## src/rtl/lc3b_types.sv

```systemverilog
// Shared LC-3b types: machine word, cache-line block and memory arbiter state.
package lc3b_types;

  typedef logic [15:0]  lc3b_word;
  typedef logic [127:0] lc3b_block;

  typedef enum logic [1:0] {
    IDLE    = 2'b00,
    SERVE_I = 2'b01,
    SERVE_D = 2'b10
  } arb_state_t;

endpackage : lc3b_types

```

## src/rtl/mem_arbiter.sv

```systemverilog
// Arbitrates instruction-side and data-side line requests onto one physical
// memory port. Ties alternate between sides; the transaction parameters are
// captured at grant so physical memory sees stable commands for the whole
// service even if the requester changes or drops its inputs.
module mem_arbiter
  import lc3b_types::*;
(
  input  logic      clk,
  input  logic      reset,
  input  logic      i_read,
  input  lc3b_word  i_address,
  output lc3b_block i_rdata,
  output logic      i_resp,
  input  logic      d_read,
  input  logic      d_write,
  input  lc3b_word  d_address,
  input  lc3b_block d_wdata,
  output lc3b_block d_rdata,
  output logic      d_resp,
  output logic      pmem_read,
  output logic      pmem_write,
  output lc3b_word  pmem_address,
  output lc3b_block pmem_wdata,
  input  lc3b_block pmem_rdata,
  input  logic      pmem_resp
);

  arb_state_t state, next_state;
  logic       last_d;
  lc3b_word   cap_address;
  logic       cap_write;
  lc3b_block  cap_wdata;
  logic       grant_i, grant_d;
  logic       d_req;

  assign d_req = d_read || d_write;

  // State register and last-grant flag.
  always_ff @(posedge clk or posedge reset) begin
    if (reset) begin
      state  <= IDLE;
      last_d <= 1'b0;
    end else begin
      state <= next_state;
      if (grant_i) last_d <= 1'b0;
      else if (grant_d) last_d <= 1'b1;
    end
  end

  // Capture address, direction and write data at grant; a write wins over a
  // simultaneous data-side read.
  always_ff @(posedge clk or posedge reset) begin
    if (reset) begin
      cap_address <= '0;
      cap_write   <= 1'b0;
      cap_wdata   <= '0;
    end else if (grant_i) begin
      cap_address <= i_address;
      cap_write   <= 1'b0;
      cap_wdata   <= '0;
    end else if (grant_d) begin
      cap_address <= d_address;
      cap_write   <= d_write;
      cap_wdata   <= d_wdata;
    end
  end

  // Grant selection, next state and completion pulses.
  always_comb begin
    next_state = state;
    grant_i    = 1'b0;
    grant_d    = 1'b0;
    i_resp     = 1'b0;
    d_resp     = 1'b0;
    unique case (state)
      IDLE: begin
        if (i_read && d_req) begin
          if (last_d) grant_i = 1'b1;
          else        grant_d = 1'b1;
        end else if (i_read) begin
          grant_i = 1'b1;
        end else if (d_req) begin
          grant_d = 1'b1;
        end
        if (grant_i)      next_state = SERVE_I;
        else if (grant_d) next_state = SERVE_D;
      end
      SERVE_I: begin
        i_resp = pmem_resp;
        if (pmem_resp) next_state = IDLE;
      end
      SERVE_D: begin
        d_resp = pmem_resp;
        if (pmem_resp) next_state = IDLE;
      end
      default: next_state = IDLE;
    endcase
  end

  assign i_rdata      = i_resp ? pmem_rdata : '0;
  assign d_rdata      = d_resp ? pmem_rdata : '0;
  assign pmem_read    = (state != IDLE) && !cap_write;
  assign pmem_write   = (state != IDLE) && cap_write;
  assign pmem_address = cap_address;
  assign pmem_wdata   = cap_wdata;

endmodule : mem_arbiter

```

## config.mk

```make
export PLATFORM = sky130hd
export DESIGN_NAME = mem_arbiter
export DESIGN_NICKNAME = d
export VERILOG_FILES = /design/src/rtl/lc3b_types.sv /design/src/rtl/mem_arbiter.sv
export SDC_FILE = /design/constraint.sdc
export NUM_CORES = 1
export LEC_CHECK = 0
export BUFFER_PORTS_ARGS = -buffer_cell sky130_fd_sc_hd__buf_4
export CAP_MARGIN = 20
export CORE_AREA = 2 2 270 272
export DETAILED_ROUTE_END_ITERATION = 12
export DIE_AREA = 0 0 272 274
export PLACE_DENSITY = 0.32
export SKIP_LAST_GASP = 1
export SYNTH_ARGS = -nofsm -noshare
export SYNTH_HDL_FRONTEND = slang
export SYNTH_SLANG_ARGS = --single-unit
export TNS_END_PERCENT = 1
```

## constraint.sdc

```tcl
create_clock -name clk -period 4.8 [get_ports clk]
set_input_delay 0.72 -clock clk [delete_from_list [all_inputs] [get_ports clk]]
set_output_delay 0.72 -clock clk [all_outputs]
set_load 0.02 [all_outputs]
```

# Yosys cells after proc, flatten, opt, wreduce, memory -nomap -nowiden
# Index checks and enable logic that the tools add are counted.
# word_totals
out_inout_bits	404
reg_bits	148
word_cells	46
# classes
reduce_logical	10
muxes	27
eq_ne	4
# op_table
operator	n
128-bit two-way mux	4
16-bit two-way mux	2
1-bit two-way mux	17
2-bit two-way mux	3
2-bit case mux with 2 select lines	1
2-bit nonzero test	2
1-bit logical AND	3
3-bit inequality test, second input constant	1
2-bit by 1-bit == test with 1-bit output, second input constant	1
2-bit == test, second input constant	1
2-bit zero test	1
2-bit by 1-bit inequality test with 1-bit output, second input constant	1
2-bit AND reduction	1
2-bit OR reduction	1
1-bit zero test	1
1-bit logical OR	1

# Logic depth before layout (Yosys ltp)
# Gate-level depths: netlist of run 1.
# logic_depth
depth_word	8
depth_mapped	9
depth_no_buf	5

# Worst setup path after synthesis of run 1
# No wires, ideal clock.
# synth_path
kind	input to output
start	in pmem_resp
end	out d_rdata[100]
path_buffers	3
required_ps	4080
t_arrival_ps	1610
slack_ps	2470
path_stages	4
cell_sequence	clkbuf_1 clkbuf_1 clkbuf_1 and3_1
# synth_between
elab_chain_cells	2
# synth_lines
item	line_no	text
start: declaration	mem_arbiter.sv:25	input logic pmem_resp
1-bit two-way mux	mem_arbiter.sv:75	unique case (state)
128-bit two-way mux	mem_arbiter.sv:101	assign d_rdata = d_resp ? pmem_rdata : '0;
end: declaration	mem_arbiter.sv:18	output lc3b_block d_rdata,
# Every way passes these cells.

# Final worst setup path of run 1
# layout_path
start	reg state[1]
end	out i_rdata[98]
# layout_between
elab_chain_cells	3
# layout_lines
item	line_no	text
start: declaration	mem_arbiter.sv:28	arb_state_t state, next_state;
start signal: assignment	mem_arbiter.sv:44	state <= next_state;
2-bit by 1-bit == test with 1-bit output	mem_arbiter.sv:75	
1-bit two-way mux	mem_arbiter.sv:75	
128-bit two-way mux	mem_arbiter.sv:100	assign i_rdata = i_resp ? pmem_rdata : '0;
end: declaration	mem_arbiter.sv:12	output lc3b_block i_rdata,
# Every way passes these cells.

==> run summary, run 1 <==
Worst-path fanout max: 129
Xor/xnor share of the synthesized area: 0
Final instance area: 0.01416 mm2
Worst Path Arrival: 2.45 ns
Unrepaired setup endpoints after global routing: false
First-pass detailed-route iteration total: 4
Global-route wire length before repair: 73610 um
Crit-path slowest cell: buf_4
WS Path Type: flop to primary output
Final Critical Period: 3.173 ns
Tcrit/Tclk final: 0.6610
Wire per inst: 23.80 um
CTS resizes: 0
Post-synthesis area per instance: 10.24 um2
Final hold violations: 0
Clock Pin Slew Worst Setup and Hold Paths: 0.07 ns
Crit path max-delay family: buffers and inverters
H-tree depth: 4
Routability cong.: 0.8486
Slew HR: 0.2506
Cell Chain, Critical Path: inv_1, ha_2, buf_4, and3_1, buf_4
Final wirelength: 55530 um
Initial antenna violation count: 23
Final Max Slew Viols: 0
Syn nets: 1021
Row count: 99
Pwr/cell area: 590.9 mW/mm2
Top_reg_cell synth: dfrtp_1
Layout cell share with drive strength beyond 1: 0.5461
CP required: 4.08 ns
Io pins: 698
Vias in the first global route: 8711
Max Root-Sink Buffers: 2
Setup crit start kind: flop
Post-synthesis sequential area ratio: 0.4995
GRT Residual Overflow: 0
VDD IR max: 0.2911 mV
Leak: 0.007955 uW
Port Buffer Count: 697
Mapped Area: 0.007415 mm2
Via count of the routed design: 8807
Adder-Cell Fraction of Synth Area: 0.005062
Area delta synth->final: 90.94%
Synth Area in Simple Gates: 0.2347
Die W: 272 um
Number of flops mapped to enable cells by yosys: 0
Largest family of logic cells by synthesized area: simple AND/OR/NAND/NOR gates
First-iteration detailed-routing DRC count: 419
Critical Path Most Common Cell: buf_4
Core Util, Final: 0.1967
Status: finished clean
Clk Latency, worst-skew pair: 0.45 ns
Area of the core: 0.07197 mm2
Starting Density: 0.1030
Yosys warns: 0
# fillers: 8072
# hold bufs at CTS: 0
Setup violators final: 0
Flip-flop and latch count after synthesis: 148
Cell variety after synth: 27
GRT Total Usage: 0.1407
Dpl hpwl: 45020 um
Post-Layout Cell Count: 2333
CTS buffer count: 17
ANT nets after route: 0
Die area: 0.07453 mm2
Compound-gate portion of the synthesized area: 0.1966
Root Driver: clkbuf_16
Buf/Inv on CP: 3
NumNets Final: 1652
CTS tree: yes
Via/cell ratio: 3.775
Post-synthesis mux area share: 0.001350
CTS Sinks: 148
CP peak stage delay: 0.75 ns
Drt drc: 0
Area after DPL: 0.01353 mm2
Mapped Cells: 724
Die Y: 274 um
Placed cells: 2294
Worst Hold Class: input pin to asynchronous set/reset pin
CP endpoint kind: primary output
Max frequency: 315.2 MHz
Clock skew: 0.01019 ns
Fin Setup TNS: 0 ns
Largest net degree at the start of global routing: 130
Setup Buffers After CTS: 0
Max Cap Violations: 0
Worst Tran Pin Value: 1.123 ns
FFs w/ async S/R, synth: 1.000
[state kept, by name, summed over array words and instances (netlist names)]
name	flops
last_d	1
state	2
pmem_address	16
cap_write	1
pmem_wdata	128
[placed cells by master (no fill, tap or decap), types with 2 or more instances in the layout]
cell / n
buf_4: 705
and3_1: 256
dfrtp_1: 148
a22o_1: 128
nor2_1: 18
a21oi_1: 18
clkbuf_16: 17
o21ai_0: 16
a31oi_1: 16
inv_6: 8
diode_2: 6
nand2_1: 6
and2_1: 3
inv_1: 2
nor2b_1: 2
clkinv_4: 2
clkbuf_8: 2
buf_12: 2
[where the power goes]
| part | internal, uW | switching [uW] | leakage [uW] |
|---|---|---|---|
| clock network | 757 | 620 | 0.000288 |
| logic | 1960 | 2910 | 0.00581 |
| registers | 1800 | 323 | 0.00186 |
| total | 4520 | 3850 | 0.00796 |
[final timing paths]
kind | from | end | slack (ns) | cells past startpoint
worst min-delay path | reset | pmem_wdata[97] | 0.43 | 2
worst min register to register | pmem_wdata[43] | pmem_wdata[43] | 0.51 | 1
max in group asynchronous | reset | pmem_wdata[34] | 3.38 | 3
worst max-delay path | state[1] | i_rdata[98] | 1.63 | 5
min in group clk | d_wdata[102] | pmem_wdata[102] | 0.48 | 2
worst max register to register | state[0] | pmem_wdata[122] | 2.33 | 5
[per-layer routing]
layer	part of all wire	vias up	GRT usage
met5	0.00023	-	0
met4	0.019	2	0.03485
met3	0.064	59	0.03599
met2	0.53	413	0.2622
met1	0.39	4374	0.1587
li1	-	3959	-
[cell usage after synthesis, types with 6 or more instances]
cell	count	share of area
nor2_1	18	0.0091
a22o_1	128	0.15
nand2_1	6	0.0030
a31oi_1	16	0.014
o21ai_0	16	0.011
clkbuf_1	57	0.029
a21oi_1	18	0.012
buf_6	6	0.0091
buf_2	30	0.020
dfrtp_1	148	0.50
and3_1	256	0.22
[worst register-to-register path, stage by stage, from the launching register on]
cell	delay [ns]
dfrtp_1	0.38
inv_1	0.14
ha_1	0.45
o211a_4	0.81
buf_4	0.45
a22o_1	0.19
[per-stage QoR]
step | worst slack [ns] | hold WS (ns) | power, uW
detailed placement | 1.855 | 0.4928 | 7055
CTS | 1.482 | 0.4274 | 8491
global route | 1.480 | 0.4467 | 8886
finish | 1.627 | 0.4318 | 8366
floorplan | 0.1003 | 0.4908 | 4845
global placement | 1.886 | 0.4897 | 7086
[cell type report]
| class | instances | area, um2 | share of cell area |
|---|---|---|---|
| clock inverters | 13 | 132.6 | 0.009368 |
| inverters | 3 | 16.27 | 0.001149 |
| well taps | 959 | 1200 | 0.08475 |
| flip-flops and latches | 148 | 3704 | 0.2616 |
| clock buffers | 19 | 452.9 | 0.03199 |
| diodes | 6 | 15.01 | 0.001061 |
| repair buffers | 708 | 5360 | 0.3786 |
| multi-input cells | 477 | 3277 | 0.2315 |
[logic make-up (layout without fill, tap and decap cells)]
| group | count (synthesis) | in the layout |
|---|---|---|
| compound gates | 185 | 185 |
| fa+ha+maj | 3 | 3 |
| buf+inv | 99 | 743 |
| flops | 148 | 148 |
| mux | 1 | 1 |
| other cells | 0 | 6 |
| simple gates | 288 | 288 |
Note: power is estimated with default switching activity, not from simulation.
==> run 2, diff against run 1 <==
==> constraint.sdc (replaced) <==
create_clock -name clk -period 2.7 [get_ports clk]
set_input_delay 0.405 -clock clk [delete_from_list [all_inputs] [get_ports clk]]
set_output_delay 0.405 -clock clk [all_outputs]
set_load 0.02 [all_outputs]
==> run 2 against run 1 <==
  * Final cell count grew 0.73%
  * Die area is the same
  * Clock skew increased by 0.0042 ns
  * Critical path type unchanged
  * Critical endpoint is now d_rdata[118]
  * Largest cell class unchanged
==> run summary, run 2 (synthesis results as in run 1) <==
CP required: 2.30 ns (-1.78 ns)
H-tree depth: 4 (unchanged)
ANT nets after route: 0 (unchanged)
Vias in the first global route: 8767 (+0.64%)
GR Util met2: 0.2531 (-0.009063)
Unrepaired setup endpoints after global routing: false
First-pass detailed-route iteration total: 4 (unchanged)
Clock Pin Slew Worst Setup and Hold Paths: 0.08 ns (about the same)
Global-route wire length before repair: 73350 um (-0.36%)
Die W: 272 um (unchanged)
Setup crit start kind: flop
CTS tree: yes
Met1 Use GR: 0.1599 (+0.001230)
Final Critical Period: 2.522 ns
Initial antenna violation count: 30 (+30%)
Placed cells: 2314 (+0.87%)
R2r setup slk: 0.45 ns (-1.88 ns)
Crit-path slowest cell: dfrtp_1
Dpl hpwl: 45440 um (+0.91%)
Max Root-Sink Buffers: 2 (unchanged)
CTS resizes: 0 (unchanged)
Clock skew: 0.01437 ns (+0.004173 ns)
Worst Hold Class: input pin to asynchronous set/reset pin
CTS buffer count: 17 (unchanged)
Via count of the routed design: 8854 (+0.53%)
Port Buffer Count: 697 (unchanged)
Worst Tran Pin Value: 1.079 ns (-0.04417 ns)
Routability cong.: 0.9315 (+9.8%)
Drt drc: 0 (unchanged)
Row count: 99 (unchanged)
Slew HR: 0.2805 (+0.02995)
Max frequency: 396.6 MHz
Die Y: 274 um (unchanged)
Starting Density: 0.1030 (unchanged)
Root Driver: clkbuf_16
First-iteration detailed-routing DRC count: 452 (+7.9%)
Via/cell ratio: 3.768 (-0.19%)
Most frequent cells in the layout: 718 x buf_4, 256 x and3_1, 148 x dfrtp_1, 128 x a22o_1
Tcrit/Tclk final: 0.9339
WS Path Type: flop to primary output
Clk Latency, worst-skew pair: 0.44 ns (about the same)
Area of the core: 0.07197 mm2 (unchanged)
Cell Chain, Critical Path: inv_1, ha_4, buf_4, and3_1, buf_4
Worst-path fanout max: 34 (-74%)
Layout cell share with drive strength beyond 1: 0.5526 (+0.006541)
Fin Setup TNS: 0 ns (unchanged)
Setup violators final: 0 (unchanged)
Status: finished clean
Pwr/cell area: 1062 mW/mm2 (+80%)
# hold bufs at CTS: 0 (unchanged)
Commonest non-fill, non-tap cell in the layout: buf_4
Setup Buffers After CTS: 0 (unchanged)
Area delta synth->final: 95.02%
CTS Sinks: 148 (unchanged)
Max Cap Violations: 0 (unchanged)
NumNets Final: 1672 (+1.2%)
Wire per inst: 23.47 um (-1.4%)
Largest net degree at the start of global routing: 86 (-34%)
GRT Residual Overflow: 0 (unchanged)
Leak: 0.008112 uW (+2.0%)
VDD IR max: 0.5114 mV (+76%)
Final hold violations: 0 (unchanged)
Final wirelength: 55170 um (-0.66%)
GRT Total Usage: 0.1387 (-0.001949)
Power after layout: 15360 uW (+84%)
Post-Layout Cell Count: 2350 (+0.73%)
R2r endpoint: pmem_address[14]
CP peak stage delay: 0.42 ns (-0.33 ns)
Die area: 0.07453 mm2 (unchanged)
Io pins: 698 (unchanged)
Final Max Slew Viols: 0 (unchanged)
CP endpoint kind: primary output
Max FFs per register: 128 (unchanged)
Worst Path Arrival: 2.12 ns (-0.33 ns)
M3 GR Usage: 0.03853 (+0.002540)
GRT busiest layer: met2
Worst R2R Start: state[0]
R2R depth: 6 (+1)
Critical Path Most Common Cell: buf_4
-- run 2: area by class of cell --
cell class,instances,area [um2]
timing repair buffer,728,5585
sequential,148,3704
multi-input combinational,477,3287
clock inverter,15,236.5
inverter,3,15.01
antenna,3,7.507
tap,959,1200
fill,8040,57510
clock buffer,17,425.4
-- run 2: per-stage QoR --
step / setup slack, ns / utilization / hold WS, ns / area, um2
floorplan: 0.4340 / - / 0.4908 / 7418
global placement: 0.4987 / 0.1914 / 0.4900 / 13780
detailed placement: 0.4687 / 0.1914 / 0.4921 / 13780
CTS: 0.05536 / 0.2006 / 0.03239 / 14440
global route: 0.03657 / 0.2009 / 0.05670 / 14460
finish: 0.1784 / 0.2009 / 0.04113 / 14460
-- run 2: worst max path at each step --
stage | from | to | slack [ns] | cells after the start
floorplan | reset | cap_write | 0.43 | 1
detailed placement | state[0] | pmem_address[5] | 0.47 | 6
CTS | state[1] | i_rdata[0] | 0.06 | 5
finish | state[0] | d_rdata[118] | 0.18 | 5
global placement | state[0] | pmem_address[9] | 0.50 | 6
global route | state[1] | i_rdata[0] | 0.04 | 5
-- run 2: critical path, delay by kind of cell (launching register included) --
family / cells / cell delay, ns
buffers and inverters: 3 / 0.60
DFF: 1 / 0.42
adders and majority gates: 1 / 0.40
and+or+nand+nor: 1 / 0.21
-- run 2: layer usage --
metal	wire, um	vias to the layer above
li1	-	4001
met1	21360	4342
met2	28740	426
met3	4040	77
met4	974	8
met5	47	-
-- run 2: power by group --
part / switching (uW) / internal, uW / total [uW]
Sequential: 588 / 3200 / 3790
Clock: 1140 / 1600 / 2740
Combinational: 5160 / 3660 / 8820
